## src/rtl/hack_pkg.sv

```systemverilog
// rtl/hack_pkg.sv - shared FSM states, IR field indices and defaults for the Hack execution stage
package hack_pkg;

   localparam int PC_W_DEF = 15;

   // Instruction register field positions
   localparam int C_BIT    = 15;
   localparam int A_BIT    = 12;
   localparam int COMP_LSB = 6;
   localparam int DEST_A   = 5;
   localparam int DEST_D   = 4;
   localparam int DEST_M   = 3;
   localparam int JMP_LT   = 2;
   localparam int JMP_EQ   = 1;
   localparam int JMP_GT   = 0;

   typedef enum logic [2:0] {
      S_FETCH  = 3'd0,
      S_DECODE = 3'd1,
      S_READ   = 3'd2,
      S_EXEC   = 3'd3,
      S_WRITE  = 3'd4,
      S_HALT   = 3'd5
   } exec_state_t;

   function automatic logic jump_taken(input logic [2:0] j, input logic ng, input logic zr);
      return (j[JMP_LT] & ng) | (j[JMP_EQ] & zr) | (j[JMP_GT] & ~ng & ~zr);
   endfunction

endpackage

```

## src/rtl/hack_exec_unit_if.sv

```systemverilog
// rtl/hack_exec_unit_if.sv - instruction fetch and data memory handshake bundle
interface hack_exec_unit_if #(
   parameter int PC_W = 15
) ();

   logic [PC_W-1:0] pc;
   logic [15:0]     instr;
   logic            instr_valid;
   logic            instr_ready;
   logic [PC_W-1:0] mem_addr;
   logic            mem_rd;
   logic [15:0]     mem_rdata;
   logic            mem_rd_valid;
   logic            mem_wr;
   logic [15:0]     mem_wdata;
   logic            mem_wr_ack;

   modport master (
      output pc, instr_ready, mem_addr, mem_rd, mem_wr, mem_wdata,
      input  instr, instr_valid, mem_rdata, mem_rd_valid, mem_wr_ack
   );

   modport slave (
      input  pc, instr_ready, mem_addr, mem_rd, mem_wr, mem_wdata,
      output instr, instr_valid, mem_rdata, mem_rd_valid, mem_wr_ack
   );

endinterface

```

## src/rtl/HackALU.sv

```systemverilog
// rtl/HackALU.sv - combinational Hack ALU with zero and negative flags
module HackALU (
   input  logic [15:0] x,
   input  logic [15:0] y,
   input  logic        zx,
   input  logic        nx,
   input  logic        zy,
   input  logic        ny,
   input  logic        f,
   input  logic        no,
   output logic [15:0] out,
   output logic        zr,
   output logic        ng
);

   logic [15:0] x0;
   logic [15:0] x1;
   logic [15:0] y0;
   logic [15:0] y1;
   logic [15:0] fo;

   assign x0  = zx ? 16'h0000 : x;
   assign x1  = nx ? ~x0 : x0;
   assign y0  = zy ? 16'h0000 : y;
   assign y1  = ny ? ~y0 : y0;
   assign fo  = f ? (x1 + y1) : (x1 & y1);
   assign out = no ? ~fo : fo;
   assign zr  = (out == 16'h0000);
   assign ng  = out[15];

endmodule

```

## src/rtl/Inc16.sv

```systemverilog
// rtl/Inc16.sv - 16-bit incrementer, wraps on overflow
module Inc16 (
   input  logic [15:0] in,
   output logic [15:0] out
);

   assign out = in + 16'h0001;

endmodule

```

## src/rtl/hack_pc.sv

```systemverilog
// rtl/hack_pc.sv - program counter register with load, increment and hold
module hack_pc
   import hack_pkg::*;
#(
   parameter int PC_W = PC_W_DEF
) (
   input  logic            clk,
   input  logic            reset_n,
   input  logic            load,
   input  logic            inc,
   input  logic [PC_W-1:0] load_val,
   input  logic [PC_W-1:0] inc_val,
   output logic [PC_W-1:0] pc
);

   logic [PC_W-1:0] pc_q;

   // A jump load wins over the sequential increment
   always_ff @(posedge clk or negedge reset_n) begin
      if (!reset_n) begin
         pc_q <= '0;
      end else if (load) begin
         pc_q <= load_val;
      end else if (inc) begin
         pc_q <= inc_val;
      end
   end

   assign pc = pc_q;

endmodule

```

## src/rtl/hack_exec_unit.sv

```systemverilog
// rtl/hack_exec_unit.sv - multi-cycle Hack execute stage; HACK_EXEC_STRICT_DECODE_EN halts on malformed C-instructions
module hack_exec_unit
   import hack_pkg::*;
#(
   parameter int PC_W = PC_W_DEF
) (
   input  logic               clk,
   input  logic               reset_n,
   hack_exec_unit_if.master   bus,
   output logic [15:0]        a_reg,
   output logic [15:0]        d_reg,
   output logic               halted
);

   exec_state_t     state_q;
   exec_state_t     state_d;

   logic [15:0]     ir_q;
   logic [15:0]     a_q;
   logic [15:0]     d_q;
   logic [15:0]     m_q;
   logic [15:0]     wdata_q;
   logic [PC_W-1:0] addr_q;
   logic            jump_q;

   logic [PC_W-1:0] pc_q;
   logic [PC_W-1:0] pc_next_inc;
   logic [PC_W-1:0] pc_target;
   logic            pc_load;
   logic            pc_inc;
   logic [15:0]     inc_out;

   logic [15:0]     alu_y;
   logic [15:0]     alu_out;
   logic            alu_zr;
   logic            alu_ng;
   logic            jump_now;
   logic            unused_inc;

   HackALU u_alu (
      .x   (d_q),
      .y   (alu_y),
      .zx  (ir_q[COMP_LSB+5]),
      .nx  (ir_q[COMP_LSB+4]),
      .zy  (ir_q[COMP_LSB+3]),
      .ny  (ir_q[COMP_LSB+2]),
      .f   (ir_q[COMP_LSB+1]),
      .no  (ir_q[COMP_LSB]),
      .out (alu_out),
      .zr  (alu_zr),
      .ng  (alu_ng)
   );

   Inc16 u_inc (
      .in  ({{(16-PC_W){1'b0}}, pc_q}),
      .out (inc_out)
   );

   hack_pc #(
      .PC_W (PC_W)
   ) u_pc (
      .clk      (clk),
      .reset_n  (reset_n),
      .load     (pc_load),
      .inc      (pc_inc),
      .load_val (pc_target),
      .inc_val  (pc_next_inc),
      .pc       (pc_q)
   );

   assign pc_next_inc = inc_out[PC_W-1:0];
   assign unused_inc  = &{1'b0, inc_out[15:PC_W]};
   assign alu_y       = ir_q[A_BIT] ? m_q : a_q;
   assign jump_now    = jump_taken(ir_q[JMP_LT:JMP_GT], alu_ng, alu_zr);

   always_ff @(posedge clk or negedge reset_n) begin
      if (!reset_n) begin
         state_q <= S_FETCH;
      end else begin
         state_q <= state_d;
      end
   end

   always_comb begin
      state_d   = state_q;
      pc_load   = 1'b0;
      pc_inc    = 1'b0;
      pc_target = a_q[PC_W-1:0];
      case (state_q)
         S_FETCH: begin
            if (bus.instr_valid) begin
               state_d = S_DECODE;
            end
         end
         S_DECODE: begin
            if (!ir_q[C_BIT]) begin
               pc_inc  = 1'b1;
               state_d = S_FETCH;
            end
`ifdef HACK_EXEC_STRICT_DECODE_EN
            else if (ir_q[14:13] != 2'b11) begin
               state_d = S_HALT;
            end
`endif
            else if (ir_q[A_BIT]) begin
               state_d = S_READ;
            end else begin
               state_d = S_EXEC;
            end
         end
         S_READ: begin
            if (bus.mem_rd_valid) begin
               state_d = S_EXEC;
            end
         end
         S_EXEC: begin
            if (ir_q[DEST_M]) begin
               state_d = S_WRITE;
            end else begin
               pc_load = jump_now;
               pc_inc  = ~jump_now;
               state_d = S_FETCH;
            end
         end
         S_WRITE: begin
            // addr_q still holds the pre-update A, which is the jump target
            if (bus.mem_wr_ack) begin
               pc_target = addr_q;
               pc_load   = jump_q;
               pc_inc    = ~jump_q;
               state_d   = S_FETCH;
            end
         end
`ifdef HACK_EXEC_STRICT_DECODE_EN
         S_HALT: begin
            state_d = S_HALT;
         end
`endif
         default: begin
            state_d = S_FETCH;
         end
      endcase
   end

   always_ff @(posedge clk or negedge reset_n) begin
      if (!reset_n) begin
         ir_q    <= '0;
         a_q     <= '0;
         d_q     <= '0;
         m_q     <= '0;
         wdata_q <= '0;
         addr_q  <= '0;
         jump_q  <= 1'b0;
      end else begin
         case (state_q)
            S_FETCH: begin
               if (bus.instr_valid) begin
                  ir_q <= bus.instr;
               end
            end
            S_DECODE: begin
               if (!ir_q[C_BIT]) begin
                  a_q <= {1'b0, ir_q[14:0]};
               end else if (state_d == S_READ) begin
                  addr_q <= a_q[PC_W-1:0];
               end
            end
            S_READ: begin
               if (bus.mem_rd_valid) begin
                  m_q <= bus.mem_rdata;
               end
            end
            S_EXEC: begin
               if (ir_q[DEST_A]) begin
                  a_q <= alu_out;
               end
               if (ir_q[DEST_D]) begin
                  d_q <= alu_out;
               end
               addr_q  <= a_q[PC_W-1:0];
               wdata_q <= alu_out;
               jump_q  <= jump_now;
            end
            default: begin
            end
         endcase
      end
   end

   // Ready is masked while in reset so the fetch side sees no spurious acceptance
   assign bus.instr_ready = (state_q == S_FETCH) && reset_n;
   assign bus.pc          = pc_q;
   assign bus.mem_addr    = addr_q;
   assign bus.mem_rd      = (state_q == S_READ);
   assign bus.mem_wr      = (state_q == S_WRITE);
   assign bus.mem_wdata   = wdata_q;
   assign a_reg           = a_q;
   assign d_reg           = d_q;

`ifdef HACK_EXEC_STRICT_DECODE_EN
   assign halted = (state_q == S_HALT);
`else
   assign halted = 1'b0;
`endif

endmodule

```

## src/flat_wrapper.sv

```systemverilog
// flat-port wrapper written by rule: the top's interface ports become plain ports
module hack_exec_unit_flat import hack_pkg::*;
#(
   parameter int PC_W = PC_W_DEF
)
  (clk, reset_n, a_reg, d_reg, halted, bus_pc, bus_instr_ready, bus_mem_addr, bus_mem_rd, bus_mem_wr, bus_mem_wdata, bus_instr, bus_instr_valid, bus_mem_rdata, bus_mem_rd_valid, bus_mem_wr_ack);
  hack_exec_unit_if #(.PC_W(PC_W)) bus_i ();
  input  logic clk;
  input  logic reset_n;
  output logic [15:0] a_reg;
  output logic [15:0] d_reg;
  output logic halted;
  output wire logic [$bits(bus_i.pc)-1:0] bus_pc;
  output wire logic [$bits(bus_i.instr_ready)-1:0] bus_instr_ready;
  output wire logic [$bits(bus_i.mem_addr)-1:0] bus_mem_addr;
  output wire logic [$bits(bus_i.mem_rd)-1:0] bus_mem_rd;
  output wire logic [$bits(bus_i.mem_wr)-1:0] bus_mem_wr;
  output wire logic [$bits(bus_i.mem_wdata)-1:0] bus_mem_wdata;
  input wire logic [$bits(bus_i.instr)-1:0] bus_instr;
  input wire logic [$bits(bus_i.instr_valid)-1:0] bus_instr_valid;
  input wire logic [$bits(bus_i.mem_rdata)-1:0] bus_mem_rdata;
  input wire logic [$bits(bus_i.mem_rd_valid)-1:0] bus_mem_rd_valid;
  input wire logic [$bits(bus_i.mem_wr_ack)-1:0] bus_mem_wr_ack;
  assign bus_pc = bus_i.pc;
  assign bus_instr_ready = bus_i.instr_ready;
  assign bus_mem_addr = bus_i.mem_addr;
  assign bus_mem_rd = bus_i.mem_rd;
  assign bus_mem_wr = bus_i.mem_wr;
  assign bus_mem_wdata = bus_i.mem_wdata;
  assign bus_i.instr = bus_instr;
  assign bus_i.instr_valid = bus_instr_valid;
  assign bus_i.mem_rdata = bus_mem_rdata;
  assign bus_i.mem_rd_valid = bus_mem_rd_valid;
  assign bus_i.mem_wr_ack = bus_mem_wr_ack;
  hack_exec_unit #(.PC_W(PC_W)) u_core (.clk(clk), .reset_n(reset_n), .bus(bus_i), .a_reg(a_reg), .d_reg(d_reg), .halted(halted));
endmodule
```

## config.mk

```make
export PLATFORM = sky130hd
export DESIGN_NAME = hack_exec_unit_flat
export DESIGN_NICKNAME = d
export VERILOG_FILES = /design/src/rtl/hack_pkg.sv /design/src/rtl/hack_exec_unit_if.sv /design/src/rtl/HackALU.sv /design/src/rtl/Inc16.sv /design/src/rtl/hack_pc.sv /design/src/rtl/hack_exec_unit.sv /design/src/flat_wrapper.sv
export SDC_FILE = /design/constraint.sdc
export NUM_CORES = 1
export LEC_CHECK = 0
export CAP_MARGIN = 40
export CORE_AREA = 3 3 175 177
export DETAILED_ROUTE_END_ITERATION = 12
export DIE_AREA = 0 0 178 180
export MAX_ROUTING_LAYER = met4
export SETUP_SLACK_MARGIN = 0.15
export SLEW_MARGIN = 5
export SYNTH_ARGS = -nofsm -noshare
export SYNTH_HDL_FRONTEND = slang
export SYNTH_SLANG_ARGS = --single-unit
```

## constraint.sdc

```tcl
create_clock -name clk -period 10.35 [get_ports clk]
set_input_delay 1.035 -clock clk [delete_from_list [all_inputs] [get_ports clk]]
set_output_delay 1.035 -clock clk [all_outputs]
set_load 0.02 [all_outputs]
```

; Word level (Yosys, flattened, before mapping)
; Cells that the tools add are included.
; Widths: inputs -> output; s select.
[totals]
register_bits = 114
[classes]
n_addsub = 2
n_eq_ne = 9
muxes = 31
bitwise_logic = 14
n_reduce_logical = 10
[ops]
columns = op, count
row1 = $mux 16, 9
row2 = $mux 15, 6
row3 = $not 16->16, 3
row4 = $pmux 16 s2, 1
row5 = $pmux 15 s2, 1
row6 = $add 16x16->16, 1
row7 = $and 16x16->16, 1
row8 = $logic_not 16->1, 1
row9 = $add 15x1->15 const B, 1
row10 = $mux 3, 5
row11 = $pmux 3 s5, 1
row12 = $eq 3x2->1 const B, 3
row13 = $mux 1, 6
row14 = $ne 2x1->1 const B, 3
row15 = $reduce_and 2->1, 3
row16 = $reduce_and 3->1, 2
row17 = $and 1x1->1, 4
row18 = $not 1->1, 4
row19 = $reduce_bool 2->1, 2
row20 = $eq 3x1->1 const B, 1
row21 = $eq 3x3->1 const B, 1
row22 = $logic_not 3->1, 1
row23 = $pmux 1 s3, 1
row24 = $ne 2x2->1 const B, 1
row25 = 3 further kinds, 4

; Longest topological paths before layout
; Gate-level depths: netlist of the first run.
[depth]
depth_word = 17
depth_mapped = 19
depth_no_buf = 15

; Modules after synthesis
; From an unflattened synthesis of the first run, not the netlist that was laid out.
[hier_totals]
hier_cells = 683
hier_area_um2 = 7447.1
[by_module_without_submodules]
columns = mod, instances, cells_each, area_per_inst_um2, seq_area_each_um2
row1 = hack_exec_unit, 1, 308, 4543.1, 2477.4
row2 = HackALU, 1, 267, 1906.8, 0.0
row3 = hack_pc, 1, 65, 699.4, 375.4
row4 = Inc16, 1, 43, 297.8, 0.0

; Worst setup path after synthesis of the first run
; No wires, ideal clock.
[synth_path]
path_kind = register -> register
startpoint = register u_core.ir_q[12]
endpoint = register u_core.u_pc.pc_q[2], in the netlist u_core.u_pc.pc[2]
setup_time_ns = 0.123
t_arrival_ns = 4.377
t_required_ns = 10.227
path_slack_ns = 5.850
stages_incl_launch_ff = 18
n_path_buf = 3
cell_sequence = dfrtp_1 > clkbuf_1 > buf_1 > mux2i_1 > nor2_1 > xor2_1 > ha_1 > buf_2 > a21oi_1 > o21ai_0 > or3b_1 > a31oi_1 > o21ai_0 > a211oi_1 > o2111a_2 > mux2_4 > o31a_1 > o221a_1
[synth_via]
elab_chain_len = 16
[synth_lines]
columns = item, line_no
row1 = from (decl), hack_exec_unit.sv:18  ; logic [15:0] ir_q;
row2 = from (signal assigned), hack_exec_unit.sv:158  ; ir_q <= bus.instr;
row3 = $mux 16 (*), hack_exec_unit.sv:73  ; assign alu_y = ir_q[A_BIT] ? m_q : a_q;
row4 = $mux 16 (*), HackALU.sv:24  ; assign y0 = zy ? 16'h0000 : y;
row5 = $not 16->16, HackALU.sv:25  ; assign y1 = ny ? ~y0 : y0;
row6 = $mux 16 (*), HackALU.sv:25
row7 = $add 16x16->16 / $and 16x16->16 (equally long branches), HackALU.sv:26  ; assign fo = f ? (x1 + y1) : (x1 & y1);
row8 = $mux 16 (*), HackALU.sv:26
row9 = $not 16->16, HackALU.sv:27  ; assign out = no ? ~fo : fo;
row10 = $mux 16 (*), HackALU.sv:27
row11 = $logic_not 16->1 / $not 1->1 (equally long branches), "HackALU.sv:28, hack_pkg.sv:27"
row12 = $and 1x1->1 / $not 1->1 (equally long branches), hack_pkg.sv:27  ; return (j[JMP_LT] & ng) | (j[JMP_EQ] & zr) | (j[JMP_GT] & ~ng & ~zr);
row13 = $or 1x1->1 / $and 1x1->1 (equally long branches), hack_pkg.sv:27
row14 = $or 1x1->1 (*), hack_pkg.sv:27
row15 = $not 1->1, hack_exec_unit.sv:121  ; pc_inc = ~jump_now;
row16 = $mux 1, hack_exec_unit.sv:117  ; if (ir_q[DEST_M]) begin
row17 = $pmux 1 s3, hack_exec_unit.sv:89  ; case (state_q)
row18 = $reduce_bool 2->1 (no source line), n/a
row19 = to (signal assigned), hack_pc.sv:23  ; pc_q <= load_val;
row20 = to (signal assigned), hack_pc.sv:25  ; pc_q <= inc_val;
row21 = to (decl), hack_pc.sv:16  ; logic [PC_W-1:0] pc_q;
; Every way passes the cells marked *; elsewhere a longest branch is shown, timed or not.
; A chain may end at the register's enable or synchronous reset.

; Worst setup path after layout of the first run
[layout_path]
startpoint = register u_core.ir_q[12]
endpoint = register u_core.u_pc.pc_q[5], in the netlist u_core.u_pc.pc[5]
; The elaborated chain is that of the path after synthesis.

==> reports/metrics.yaml, run 1 <==
run_status:
  status: "completed"
global_route:
  met1_usage_pct: 20.1
  grt_pass1_wl_um: 34600
  antenna_found_initial: 0
  grt_pass1_vias: 5830
  grt_max_degree: 67
  use_met2_pct: 21.0
  track_usage_pct: 14.4
  gr-usage-met3_pct: 2.45
  top_usage_layer: "met2"
  gr-total-overflow: 0
synthesis:
  synth-seq-cells: 114
  synth.cell_area_mm2: 0.00723
  synth.top_cell.area_share_pct: 39.4
  synth_edf_count: 0
  synth_cell_types: 84
  synthMostInstantiatedCell: "dfrtp_1"
  synthCells: 742
  ys_seq_area_share_pct: 39.4
  synth_area_leaders: "dfrtp_1, mux2_2, mux2i_1"
  ys_async_sr_fraction_pct: 100
  yosysTopAreaCell: "dfrtp_1"
  ys.warnings.count: 0
  synthTopCellsByCount: "dfrtp_1, nand2_1, nor2_1, mux2_2, o21ai_0"
  avgSynthCellArea_um2: 9.75
  syn_nets: 797
  synth-main-ff-cell: "dfrtp_1"
sta:
  hold_viol: 0
  rsz0062_at_grt: "no"
  slew_viol_final: 0
  tightestPinTransition_ns: 0.893
  period_needed_ns: 4.86
  hold_slack_ns: 0.483
  finClkSkew_ns: 0.0130
  slew_headroom_pct: 40.4
  post-route-period-util_pct: 47.0
  max_freq_mhz: 206
  finalSetupViolCount: 0
  tns_ns: 0
route:
  wl_per_cell_um: 18.1
  drt-initial-drc-count: 582
  drc: 0
  dr.pass1.iters: 5
  routed_via_density: 4.92
  ant_nets: 0
  drt-total-wl_um: 22600
  num_vias: 6116
die:
  die_h_um: 180
  pin_count: 119
  core_mm2: 0.0294
  rows: 63
  start_util_pct: 24.6
  dieArea_mm2: 0.0320
  dieWidth_um: 178
worst_setup_path:
  critPathArrivalTime_ns: 5.16
  crit_chain: "buf_16, mux2i_1, nor2_1, xor2_1, ha_1, fa_1, a211oi_2, o21ai_1, a41oi_1, mux2i_1, o21ai_0, a211oi_1, o2111a_2, mux2i_2, nand2_2, o311a_1"
  startpoint_type: "flip-flop"
  critPathMaxFanout: 18
  critPathCapture: "u_core.u_pc.pc[5]"
  crit_top_cell: "mux2i_1"
  max_stage_delay_ns: 0.44
  r2r_start: "u_core.ir_q[12]"
  worst_ep_required_time_ns: 10.65
  worst-path-buf-inv: 1
  reg2reg_to: "u_core.u_pc.pc[5]"
  worstSetupStartpoint: "u_core.ir_q[12]"
  end_kind: "flip-flop"
  path_depth: 16
  cp_top_family: "compound AO/OA/AOI/OAI gates"
  cp_slowest_cell: "fa_1"
  worstSetupPathType: "reg2reg"
  r2r_cells: 16
  reg2reg_slack_ns: 5.49
job:
  drv_cap: 0
finish:
  nFillCells: 2978
  antenna_cells: 0
  drive_gt1_share_pct: 14.1
  syn_to_final_growth_pct: 29.1
  nNetsFinal: 897
cts:
  cts_resized: 0
  clock_sinks: 114
  cts_buffer_depth: 2
  numCtsBuffers: 17
  ctsHtreeMaxLevel: 4
  root_buffer: "clkbuf_16"
  cts_setup_buffers: 0
  tritoncts: "done"
  clk_pin_slew_ns: 0.05
  clock_latency_ns: 0.42
  cts.hold.buffers_added: 0
placement:
  place_hpwl_um: 17200
  place_congestion: 0.898
  port-buffer-count: 117
hold_path:
  whs_path_depth: 2
  hold_class: "reg2reg"
==> area by class of cell <==
type | count | area, um^2 | area share [%]
timing repair buffer | 129 | 1300 | 13.9
clock buffer | 24 | 482 | 5.16
multi-input combinational | 570 | 4100 | 43.9
inverter | 10 | 37.5 | 0.402
clock inverter | 6 | 80.1 | 0.858
tap | 390 | 488 | 5.23
sequential | 114 | 2850 | 30.6
==> worst min-delay path, cell delays in order (launching register included) <==
cell and delay [ns]:
dfrtp_1 0.34, nand2_1 0.04, o21ai_0 0.06
==> per-layer routing <==
metal  wire length (um)  vias up
met3                971       36
met1              11000     3004
met5                  0        -
met4                513        0
met2              10000      187
li1                   -     2889
==> metrics by stage <==
| step | setup slack, ns | cell area (um^2) | std cells | util (%) |
|---|---|---|---|---|
| 4_1_cts | 5.51 | 9340 | 1243 | 31.8 |
| 5_1_grt | 5.19 | 9340 | 1243 | 31.8 |
| 2_1_floorplan | 5.85 | 7230 | 742 | - |
| 3_3_place_gp | 5.22 | 8700 | 1209 | 29.6 |
| 3_5_place_dp | 5.51 | 8770 | 1213 | 29.8 |
| 6_report | 5.49 | 9340 | 1243 | 31.8 |
==> placed cells by master (no fill, tap or decap), drive strengths merged, types with 4 or more instances in the layout <==
| cell type | count |
|---|---|
| nor2 | 55 |
| nand2 | 67 |
| clkinv | 4 |
| o211ai | 6 |
| nand3b | 4 |
| nor2b | 7 |
| nor4 | 4 |
| a211oi | 12 |
| xor2 | 28 |
| a21o | 16 |
| or3 | 5 |
| mux2 | 53 |
| a21oi | 26 |
| a31oi | 10 |
| nor3 | 11 |
| clkdlybuf4s50 | 116 |
| xnor2 | 23 |
| clkbuf | 24 |
| dfrtp | 114 |
| o21ai | 55 |
| nand2b | 24 |
| ha | 17 |
| and3 | 9 |
| inv | 10 |
| buf | 13 |
| nand3 | 16 |
| nand4 | 6 |
| o22ai | 4 |
| o21a | 4 |
| and2 | 8 |
| o311a | 4 |
| mux2i | 38 |
| nor3b | 9 |
| o32ai | 4 |
==> worst min-delay path by stage <==
| stage | slack, ns | end | from |
|---|---|---|---|
| 2_1_floorplan | 0.45 | u_core.jump_q | u_core.jump_q |
| 3_3_place_gp | 0.47 | u_core.jump_q | u_core.jump_q |
| 3_5_place_dp | 0.47 | u_core.jump_q | u_core.jump_q |
| 4_1_cts | 0.49 | u_core.jump_q | u_core.jump_q |
| 5_1_grt | 0.51 | u_core.jump_q | u_core.jump_q |
| 6_report | 0.48 | u_core.bus.mem_wdata[6] | u_core.bus.mem_wdata[6] |
==> cell families (layout without fill, tap and decap cells) <==
kind of cell | after synthesis | count (layout) | synth area share [%]
adder cells (fa/ha/maj) | 18 | 18 | 3.22
multiplexers | 91 | 91 | 13.6
flip-flops | 114 | 114 | 39.4
AND/OR/NAND/NOR | 237 | 237 | 16.9
XOR/XNOR | 51 | 51 | 6.18
AO/OA/AOI/OAI | 172 | 172 | 16.6
other | 1 | 1 | 0.0518
buffers and inverters | 58 | 169 | 3.94
Power of run 1 is left out: the tool's default activity adds up to more than one toggle a clock period on the data nets, which glitch-free logic cannot reach.
==> inputs of run 2 (changes only) <==
clock period = 4.3 ns   (was 10.35 ns; I/O delays follow)
==> reports/metrics.yaml, run 2 (synthesis results as in run 1) <==
run_status:
  status: "completed"
sta:
  period_needed_ns: 4.23  # -0.629 ns
  slew_viol_final: 0  # unchanged
  post-route-period-util_pct: 98.4  # +51 points
  rsz0062_at_grt: "yes"
  finalSetupViolCount: 0  # unchanged
  max_freq_mhz: 236  # +15%
  slew_headroom_pct: 42.7  # +2.3 points
  hold_viol: 0  # unchanged
  tightestPinTransition_ns: 0.855  # -0.0382 ns
  finClkSkew_ns: 0.0110  # -0.00198 ns
  tns_ns: 0  # unchanged
hold_path:
  hold_class: "in2async"
cts:
  cts_buffer_depth: 2  # unchanged
  ctsHtreeMaxLevel: 4  # unchanged
  numCtsBuffers: 17  # unchanged
  clk_pin_slew_ns: 0.06  # about the same
  clock_sinks: 114  # unchanged
  tritoncts: "done"
  root_buffer: "clkbuf_16"
  cts.hold.buffers_added: 0  # unchanged
  clock_latency_ns: 0.42  # about the same
worst_setup_path:
  critPathMaxFanout: 8  # -10
  reg2reg_to: "u_core.u_pc.pc[2]"
  r2r_cells: 17  # +1
  r2r_start: "u_core.ir_q[12]"
  critPathArrivalTime_ns: 4.54  # -0.62 ns
  reg2reg_slack_ns: 0.07  # -5.42 ns
  startpoint_type: "flip-flop"
  worstSetupPathType: "reg2reg"
  end_kind: "flip-flop"
  worst_ep_required_time_ns: 4.61  # -6.04 ns
global_route:
  antenna_found_initial: 1  # +1
  grt_max_degree: 64  # -4.5%
  grt_pass1_wl_um: 37800  # +9.3%
  track_usage_pct: 15.8  # +1.4 points
  grt_pass1_vias: 6210  # +6.5%
  gr-total-overflow: 0  # unchanged
finish:
  nFillCells: 2953  # -0.84%
  syn_to_final_growth_pct: 41.3
  final_common_cell: "clkdlybuf4s50_1"
  drive_gt1_share_pct: 24.9  # +11 points
  mostFrequentLayoutCells: "clkdlybuf4s50_1, dfrtp_1, buf_4"
  antenna_cells: 0  # unchanged
  multi_input_area_mm2: 0.00442  # +7.9%
  nNetsFinal: 965  # +7.6%
  register_area_mm2: 0.00285  # about the same
die:
  core_mm2: 0.0294  # unchanged
  die_h_um: 180  # unchanged
  dieWidth_um: 178  # unchanged
  start_util_pct: 24.6  # unchanged
  dieArea_mm2: 0.0320  # unchanged
  pin_count: 119  # unchanged
  rows: 63  # unchanged
route:
  drc: 0  # unchanged
  drt-total-wl_um: 24700  # +9.5%
  num_vias: 6368  # +4.1%
  dr.pass1.iters: 5  # unchanged
  drt-initial-drc-count: 436  # -25%
  routed_via_density: 4.85  # -1.4%
  wl_per_cell_um: 18.8  # +3.7%
  ant_nets: 0  # unchanged
placement:
  place_congestion: 0.889  # -0.98%
  place_hpwl_um: 18500  # +7.5%
  port-buffer-count: 117  # unchanged
job:
  drv_cap: 0  # unchanged
==> run 2: changes by cell type in the layout (fill, tap and decap cells not counted), moves of 5 or more <==
cell and delta:
ha_1 -5, buf_4 +64, buf_6 +6, a21oi_1 -5
==> run 2: how the worst max path moves through the flow <==
stage | slack, ns | from | cells after the start | end
2_1_floorplan | 0.18 | u_core.ir_q[10] | 14 | u_core.u_pc.pc[2]
3_3_place_gp | -0.11 | u_core.ir_q[12] | 16 | u_core.u_pc.pc[2]
3_5_place_dp | -0.15 | u_core.ir_q[12] | 16 | u_core.u_pc.pc[2]
4_1_cts | 0.10 | u_core.ir_q[12] | 17 | u_core.u_pc.pc[2]
5_1_grt | -0.04 | u_core.ir_q[12] | 16 | u_core.u_pc.pc[2]
6_report | 0.07 | u_core.ir_q[12] | 17 | u_core.u_pc.pc[2]
==> run 2: final cells by class <==
type / instances / share of cell area, %
multi-input combinational: 571 / 43.2
sequential: 114 / 27.9
timing repair buffer: 196 / 17.6
tap: 390 / 4.77
clock buffer: 21 / 4.60
clock inverter: 10 / 1.53
inverter: 10 / 0.367
==> run 2: timing repair <==
action | 4_1_cts | 5_1_grt
endpoints found under the setup margin | 16 | 16
gates resized for setup | 20 | 41
setup buffers | 6 | 6
gates cloned | 1 | 0
pin swaps | 8 | 26
==> run 2: through the flow <==
| step | cells | worst slack, ns | instance area, um^2 | hold WS, ns | util, % |
|---|---|---|---|---|---|
| after floorplan | 742 | 0.176 | 7240 | 0.134 | - |
| after global placement | 1268 | -0.113 | 9160 | 0.470 | 31.1 |
| final | 1312 | 0.0672 | 10200 | 0.188 | 34.8 |
| after detailed placement | 1268 | -0.146 | 9160 | 0.471 | 31.1 |
| after CTS | 1306 | 0.105 | 9940 | 0.220 | 33.8 |
| after global routing | 1312 | -0.0399 | 10200 | 0.254 | 34.8 |
==> run 2: routing by layer <==
layer	track usage (%)	vias up	routed length, um
met5	-	-	0
met4	3.27	0	240
met3	2.70	14	1280
met2	22.7	184	11000
met1	23.2	3140	12200
li1	-	3030	-
==> run 2: worst max-delay path: stages (launching register included) <==
cell and delay, ns:
dfrtp_2 0.44, buf_12 0.15, mux2i_1 0.16, nor2_1 0.07, xor2_1 0.23, ha_2 0.33
o211ai_1 0.39, buf_4 0.20, nor4b_2 0.05, nor4_2 0.27, buf_4 0.17, nor3b_2 0.14
o21ai_1 0.07, and4b_1 0.26, o2111a_2 0.33, mux2_4 0.40, o31a_1 0.25, o221a_1 0.22
Power of run 2 is left out for the same reason.
